### src/rtl/uart_tx_serializer_if.sv
// Purpose: request/serial-line bundle between a UART TX client and uart_tx_serializer.
// Latency: none, wires only.
// Backpressure: busy high means data_valid is ignored; the client re-presents after busy drops.
//
// Signals:
//   p_data     parallel payload, sampled when the serializer accepts
//   data_valid level-sensitive send request
//   par_en     1 = append a parity bit to the frame
//   par_typ    0 = even parity, 1 = odd parity
//   tx_out     serial line, idles high
//   busy       high while a frame is on the line
interface uart_tx_serializer_if #(
    parameter int DATA_WIDTH = 8
);
    logic [DATA_WIDTH-1:0] p_data;
    logic                  data_valid;
    logic                  par_en;
    logic                  par_typ;
    logic                  tx_out;
    logic                  busy;

    // Client side: issues requests, watches the line.
    modport master (
        output p_data,
        output data_valid,
        output par_en,
        output par_typ,
        input  tx_out,
        input  busy
    );

    // Serializer side.
    modport slave (
        input  p_data,
        input  data_valid,
        input  par_en,
        input  par_typ,
        output tx_out,
        output busy
    );
endinterface

### src/rtl/uart_tx_serializer.sv
// Purpose: UART frame serializer: start bit, DATA_WIDTH data bits LSB first, optional parity, one stop bit.
// Latency: start bit appears on tx_out one clk after acceptance; one bit per clk (clk is the baud clock).
// Backpressure: no buffering; data_valid is only honoured in IDLE, busy tells the client when to retry.
//
// Ports:
//   clk   baud-rate clock, all state changes on its rising edge
//   rst   asynchronous active-high reset; aborts any frame and forces the line high at once
//   bus   uart_tx_serializer_if.slave: p_data, data_valid, par_en, par_typ in; tx_out, busy out
module uart_tx_serializer #(
    parameter int DATA_WIDTH = 8
) (
    input  logic                 clk,
    input  logic                 rst,
    uart_tx_serializer_if.slave  bus
);

    localparam int CNT_W = $clog2(DATA_WIDTH);
    localparam logic [CNT_W-1:0] LAST_BIT = CNT_W'(DATA_WIDTH - 1);

    typedef enum logic [2:0] {
        IDLE   = 3'd0,
        START  = 3'd1,
        DATA   = 3'd2,
        PARITY = 3'd3,
        STOP   = 3'd4
    } state_t;

    state_t                state_q,   state_d;
    logic [DATA_WIDTH-1:0] shift_q,   shift_d;
    logic [CNT_W-1:0]      cnt_q,     cnt_d;
    logic                  par_en_q,  par_en_d;
    logic                  par_bit_q, par_bit_d;
    logic                  tx_q,      tx_d;
    logic                  busy_q,    busy_d;

    // State register. tx_out and busy are plain flops so the line never
    // sees a combinational path from the request inputs.
    always_ff @(posedge clk or posedge rst) begin
        if (rst) begin
            state_q   <= IDLE;
            shift_q   <= '0;
            cnt_q     <= '0;
            par_en_q  <= 1'b0;
            par_bit_q <= 1'b0;
            tx_q      <= 1'b1;
            busy_q    <= 1'b0;
        end else begin
            state_q   <= state_d;
            shift_q   <= shift_d;
            cnt_q     <= cnt_d;
            par_en_q  <= par_en_d;
            par_bit_q <= par_bit_d;
            tx_q      <= tx_d;
            busy_q    <= busy_d;
        end
    end

    // Next-state logic. tx_d/busy_d describe what the line shows while in
    // state_d, so each branch sets them for the state it is entering.
    always_comb begin
        state_d   = state_q;
        shift_d   = shift_q;
        cnt_d     = cnt_q;
        par_en_d  = par_en_q;
        par_bit_d = par_bit_q;
        tx_d      = 1'b1;
        busy_d    = 1'b0;

        case (state_q)
            IDLE: begin
                if (bus.data_valid) begin
                    // Capture everything the frame needs now, so later
                    // changes on the request inputs cannot reach the line.
                    state_d   = START;
                    shift_d   = bus.p_data;
                    cnt_d     = '0;
                    par_en_d  = bus.par_en;
                    par_bit_d = (^bus.p_data) ^ bus.par_typ;
                    tx_d      = 1'b0;
                    busy_d    = 1'b1;
                end
            end

            START: begin
                // First data bit goes out; cnt counts bits already shown.
                state_d = DATA;
                tx_d    = shift_q[0];
                shift_d = shift_q >> 1;
                cnt_d   = '0;
                busy_d  = 1'b1;
            end

            DATA: begin
                busy_d = 1'b1;
                if (cnt_q == LAST_BIT) begin
                    if (par_en_q) begin
                        state_d = PARITY;
                        tx_d    = par_bit_q;
                    end else begin
                        state_d = STOP;
                        tx_d    = 1'b1;
                    end
                end else begin
                    tx_d    = shift_q[0];
                    shift_d = shift_q >> 1;
                    cnt_d   = cnt_q + 1'b1;
                end
            end

            PARITY: begin
                state_d = STOP;
                tx_d    = 1'b1;
                busy_d  = 1'b1;
            end

            STOP: begin
                // Always pass through one IDLE cycle before the next
                // acceptance, giving a two-bit-time high gap between frames.
                state_d = IDLE;
                tx_d    = 1'b1;
                busy_d  = 1'b0;
            end

            default: begin
                // Unused encodings fall back to a quiet line.
                state_d = IDLE;
                tx_d    = 1'b1;
                busy_d  = 1'b0;
            end
        endcase
    end

    assign bus.tx_out = tx_q;
    assign bus.busy   = busy_q;

endmodule

### src/flat_wrapper.sv
// flat-port wrapper written by rule: the top's interface ports become plain ports
module uart_tx_serializer_flat 
#(
    parameter int DATA_WIDTH = 8
)
  (clk, rst, bus_p_data, bus_data_valid, bus_par_en, bus_par_typ, bus_tx_out, bus_busy);
  uart_tx_serializer_if #(.DATA_WIDTH(DATA_WIDTH)) bus_i ();
  input  logic clk;
  input  logic rst;
  input wire logic [$bits(bus_i.p_data)-1:0] bus_p_data;
  input wire logic [$bits(bus_i.data_valid)-1:0] bus_data_valid;
  input wire logic [$bits(bus_i.par_en)-1:0] bus_par_en;
  input wire logic [$bits(bus_i.par_typ)-1:0] bus_par_typ;
  output wire logic [$bits(bus_i.tx_out)-1:0] bus_tx_out;
  output wire logic [$bits(bus_i.busy)-1:0] bus_busy;
  assign bus_i.p_data = bus_p_data;
  assign bus_i.data_valid = bus_data_valid;
  assign bus_i.par_en = bus_par_en;
  assign bus_i.par_typ = bus_par_typ;
  assign bus_tx_out = bus_i.tx_out;
  assign bus_busy = bus_i.busy;
  uart_tx_serializer #(.DATA_WIDTH(DATA_WIDTH)) u_core (.clk(clk), .rst(rst), .bus(bus_i));
endmodule
### config.mk
export PLATFORM = sky130hd
export DESIGN_NAME = uart_tx_serializer_flat
export DESIGN_NICKNAME = d
export VERILOG_FILES = /design/src/rtl/uart_tx_serializer_if.sv /design/src/rtl/uart_tx_serializer.sv /design/src/flat_wrapper.sv
export SDC_FILE = /design/constraint.sdc
export NUM_CORES = 1
export LEC_CHECK = 0
export CORE_MARGIN = 1
export CORE_UTILIZATION = 69
export CTS_BUF_LIST = sky130_fd_sc_hd__clkbuf_4
export DETAILED_ROUTE_END_ITERATION = 8
export DONT_BUFFER_PORTS = 1
export GPL_ROUTABILITY_DRIVEN = 0
export GPL_TIMING_DRIVEN = 0
export PLACE_DENSITY = 0.85
export SETUP_SLACK_MARGIN = 0.5
export SLEW_MARGIN = 25
export SYNTH_ARGS = -nofsm -noshare
export SYNTH_HDL_FRONTEND = slang
export SYNTH_SLANG_ARGS = --single-unit
### constraint.sdc
create_clock -name clk -period 3.9 [get_ports clk]
set_input_delay 0.78 -clock clk [delete_from_list [all_inputs] [get_ports clk]]
set_output_delay 0.78 -clock clk [all_outputs]
set_load 0.01 [all_outputs]
Word level (Yosys, flattened, before mapping)
Index checks and enable logic that the tools add are counted.

Register bits: 18. Bits of input ports: 13. Output and inout port bits: 2. Logic and storage cells: 39.

$add $sub $neg: 1. Equal/unequal tests: 7. Multiplexer cells: 16. Bitwise operators: 1. Reductions and logical operators: 7.

Operator list (number): $pmux 8 s3 (1); $mux 8 (2); $mux 3 (5); $pmux 3 s4 (1); $pmux 3 s3 (1); $reduce_xor 8->1 (1); $eq 3x2->1 const B (2); $mux 1 (4); $ne 2x2->1 const B (2); $reduce_and 2->1 (2); $add 3x1->3 const B (1); $eq 3x1->1 const B (1); $eq 3x3->1 const B (1); $logic_not 3->1 (1); $pmux 1 s3 (1); $reduce_and 3->1 (1); $reduce_bool 3->1 (1); $reduce_or 3->1 (1); $ne 2x1->1 const B (1); $pmux 1 s2 (1); $xor 1x1->1 (1).

Depth between registers and ports, before layout
Depth after elaboration: 3. Mapped depth: 7.

Worst setup path after synthesis
No wires, ideal clock.

Path type: reg2reg. Start point: register u_core.cnt_q[0]. End point: register u_core.cnt_q[0]. Arrival: 1.742 ns. Data required time: 3.773 ns. Setup slack: 2.031 ns. Cell stages (with the launch flop): 7. Path buffers: 1. Path through: dfrtp_1 -> ha_1 -> ha_1 -> or3b_1 -> a21oi_2 -> buf_6 -> mux2_1.

Word-level cells in the longest chain between the ends: 3.

RTL lines: from (decl) (line uart_tx_serializer.sv:30) `logic [CNT_W-1:0] cnt_q, cnt_d;`; from (signal assigned) (line uart_tx_serializer.sv:50) `cnt_q <= cnt_d;`; $add 3x1->3 or $eq 3x3->1 (tied branches) (line uart_tx_serializer.sv:106, uart_tx_serializer.sv:95); $mux 3 or $ne 2x2->1 (tied branches); $pmux 3 s3 or $reduce_and 3->1 (tied branches).

Parallel ways exist; a longest one is shown, timed or not. The select of a mux whose other input is x is not followed. A chain may end at the register's enable or synchronous reset.

Final worst setup path
Same ends and word-level chain as after synthesis.

==> results.cfg <==
[status]
status = complete, no violations

[logic_synthesis]
ys.flop_type = dfrtp_1
synthTopCellsByArea = dfrtp_1, mux2i_1, a21oi_1
avgSynthCellArea_um2 = 10.5
syn_nets = 107
ys_seq_area_share_pct = 46.7
synth_common_cells = dfrtp_1, nor2_1, a21oi_1, mux2i_1, inv_1
ys_async_sr_fraction_pct = 100
yosys_warnings = 0
synth_top_area_share_pct = 44.0
synth.distinct_cells = 31
ys_ff_latch = 18
yosysMostFrequentCell = dfrtp_1
synthCells = 92
synth_edf_count = 0
netlist_area_um2 = 967
synth_top_area_cell = dfrtp_1

[timing]
clock_skew_ps = 3.30
period_share_pct = 52.2
hold_viol = 0
final_max_slew_viol_count = 0
fmax_mhz = 491
slew_headroom_pct = 55.0
fin_crit_ps = 2040
final-setup-viol-count = 0
worstMarginPinSlew_ps = 674
final.setup.tns_ps = 0
rsz0062_at_grt = false

[drt]
via_count = 641
wl_um = 1870
ant_nets = 0
avgViaCountPerCell = 5.77
wl_per_cell_um = 16.8
drc = 0
first_pass_iters = 4
initialDrtViolationCount = 14

[clock_network]
cts-root-buf = clkbuf_4
ctsHoldBuffers = 0
path_clk_slew_ps = 100
htreeDepth = 1
post_cts_buffers = 0
cts.sinks = 18
cts_buffers = 3
cts_tree = done
post_cts_resized = 0
clock_path_buffers = 2
clock_latency_ps = 290

[global_route]
grt_overflow = 0
grt_pass1_vias = 623
track_usage_pct = 28.5
grt_pass1_wl_um = 2860
grt_max_degree = 19
antenna_found_initial = 0

[worst_setup_path]
max_stage_delay_ps = 420
worst_setup_path_start_kind = register
cp-end-kind = register
crit_top_cell = ha_1
cp_slowest_cell = dfrtp_1
crit_chain = ha_1, ha_1, or3b_1, a21oi_2, buf_6, mux2_1
cp.required_ps = 4080
crit_type = reg2reg
worstPathMaxFanout = 10
crit_arrival_ps = 2220

[floorplanning]
dieHeight_um = 39.4
num_rows = 13
die-area_um2 = 1560
initial_utilization_pct = 74.3
pin_count = 15
die_w_um = 39.4
core_um2 = 1300

[power_and_ir_drop]
p_leak_nw = 0.461
finalPower_uw = 834
ir_drop_v = 0.000611
p_per_area_nw_per_um2 = 821

[placed_design]
hpwl_um = 1400
port_buffers = 0
dpl.cell_count = 107

[final_layout]
syn_to_final_growth_pct = 5.04
finalNetCount = 112
num_antenna_cells = 0
fill_cells = 88
fin_cells = 111
drive_above_1_share_pct = 12.5
ff_latch_area_um2 = 452
multi_input_area_um2 = 454

[flow_run]
cap_violations = 0

[worst_hold_path]
min_path_type = in2async
## cell type report
type / count / share of cell area (%)
tap: 15 / 1.85
buffer: 5 / 3.82
clock buffer: 4 / 2.96
multi-input combinational: 63 / 44.7
sequential: 18 / 44.5
inverter: 6 / 2.22
## where the power goes
| group | total (mW) | switching, mW | internal, mW |
|---|---|---|---|
| clock network | 0.104 | 0.0572 | 0.0467 |
| registers | 0.327 | 0.0539 | 0.273 |
| logic | 0.403 | 0.221 | 0.182 |
| total | 0.834 | 0.332 | 0.502 |
## sequential cells by signal, indices dropped and copies added, names as in the netlist
| register | cells |
|---|---|
| u_core.state_q | 3 |
| u_core.par_en_q | 1 |
| u_core.shift_q | 8 |
| u_core.bus.tx_out | 1 |
| u_core.cnt_q | 3 |
| u_core.par_bit_q | 1 |
| u_core.bus.busy | 1 |
## path summary, 6_finish.rpt
| kind | start | end | slack [ps] | cells past startpoint |
|---|---|---|---|---|
| setup / recovery | u_core.cnt_q[0]$_DFFE_PP0P_ | u_core.cnt_q[0]$_DFFE_PP0P_ | 1860 | 6 |
| hold / removal | rst | u_core.cnt_q[2]$_DFFE_PP0P_ | 470 | 1 |
| setup reg to reg | u_core.cnt_q[0]$_DFFE_PP0P_ | u_core.cnt_q[0]$_DFFE_PP0P_ | 1860 | 6 |
| hold reg to reg | u_core.par_bit_q$_DFFE_PP0P_ | u_core.par_bit_q$_DFFE_PP0P_ | 530 | 2 |
| max in group asynchronous | rst | u_core.par_en_q$_DFFE_PP0P_ | 3010 | 1 |
| min in group clk | u_core.par_bit_q$_DFFE_PP0P_ | u_core.par_bit_q$_DFFE_PP0P_ | 530 | 2 |
## layer usage
metal	global-route usage, %	wire length [um]	vias to the layer above
met5	0	0	-
met4	9.48	16	0
met3	6.25	51	2
met2	45.1	957	9
met1	38.2	842	310
li1	-	-	320
## logic make-up after synthesis
kind of cell / Yosys count / share of synthesized area [%]
AO/OA/AOI/OAI: 18 / 11.5
multiplexers: 11 / 12.0
flip-flops: 18 / 46.7
XOR/XNOR: 7 / 7.76
buffers and inverters: 11 / 6.34
AND/OR/NAND/NOR: 25 / 13.1
adder cells (fa/ha/maj): 2 / 2.59
## layout by cell type (no fill, tap or decap), drive strengths merged, types with 3 or more instances in the layout
cell type	count
nand2b	3
o21ai	3
mux2i	9
inv	6
nor2	10
clkbuf	5
nor3	3
xnor2	4
dfrtp	17
a21oi	11
buf	4
## worst max-delay path: cells and delay by family (launching register included)
family	cells	cell delay [ps]
AOI/OAI and AO/OA	1	180
adders and majority gates	2	450
buffers and inverters	1	170
DFF	1	420
muxes	1	320
and+or+nand+nor	1	390
## per-stage QoR
stage | area, um2 | worst slack, ps | util, % | hold slack (ps)
CTS | 1020 | 1870 | 78.1 | 486
finish | 1020 | 1860 | 78.1 | 467
global placement | 986 | 1950 | 75.8 | 504
global route | 1020 | 1760 | 78.1 | 520
detailed placement | 986 | 1880 | 75.8 | 516
floorplan | 967 | 2030 | - | 482
Power figures use the tool's default switching activity.
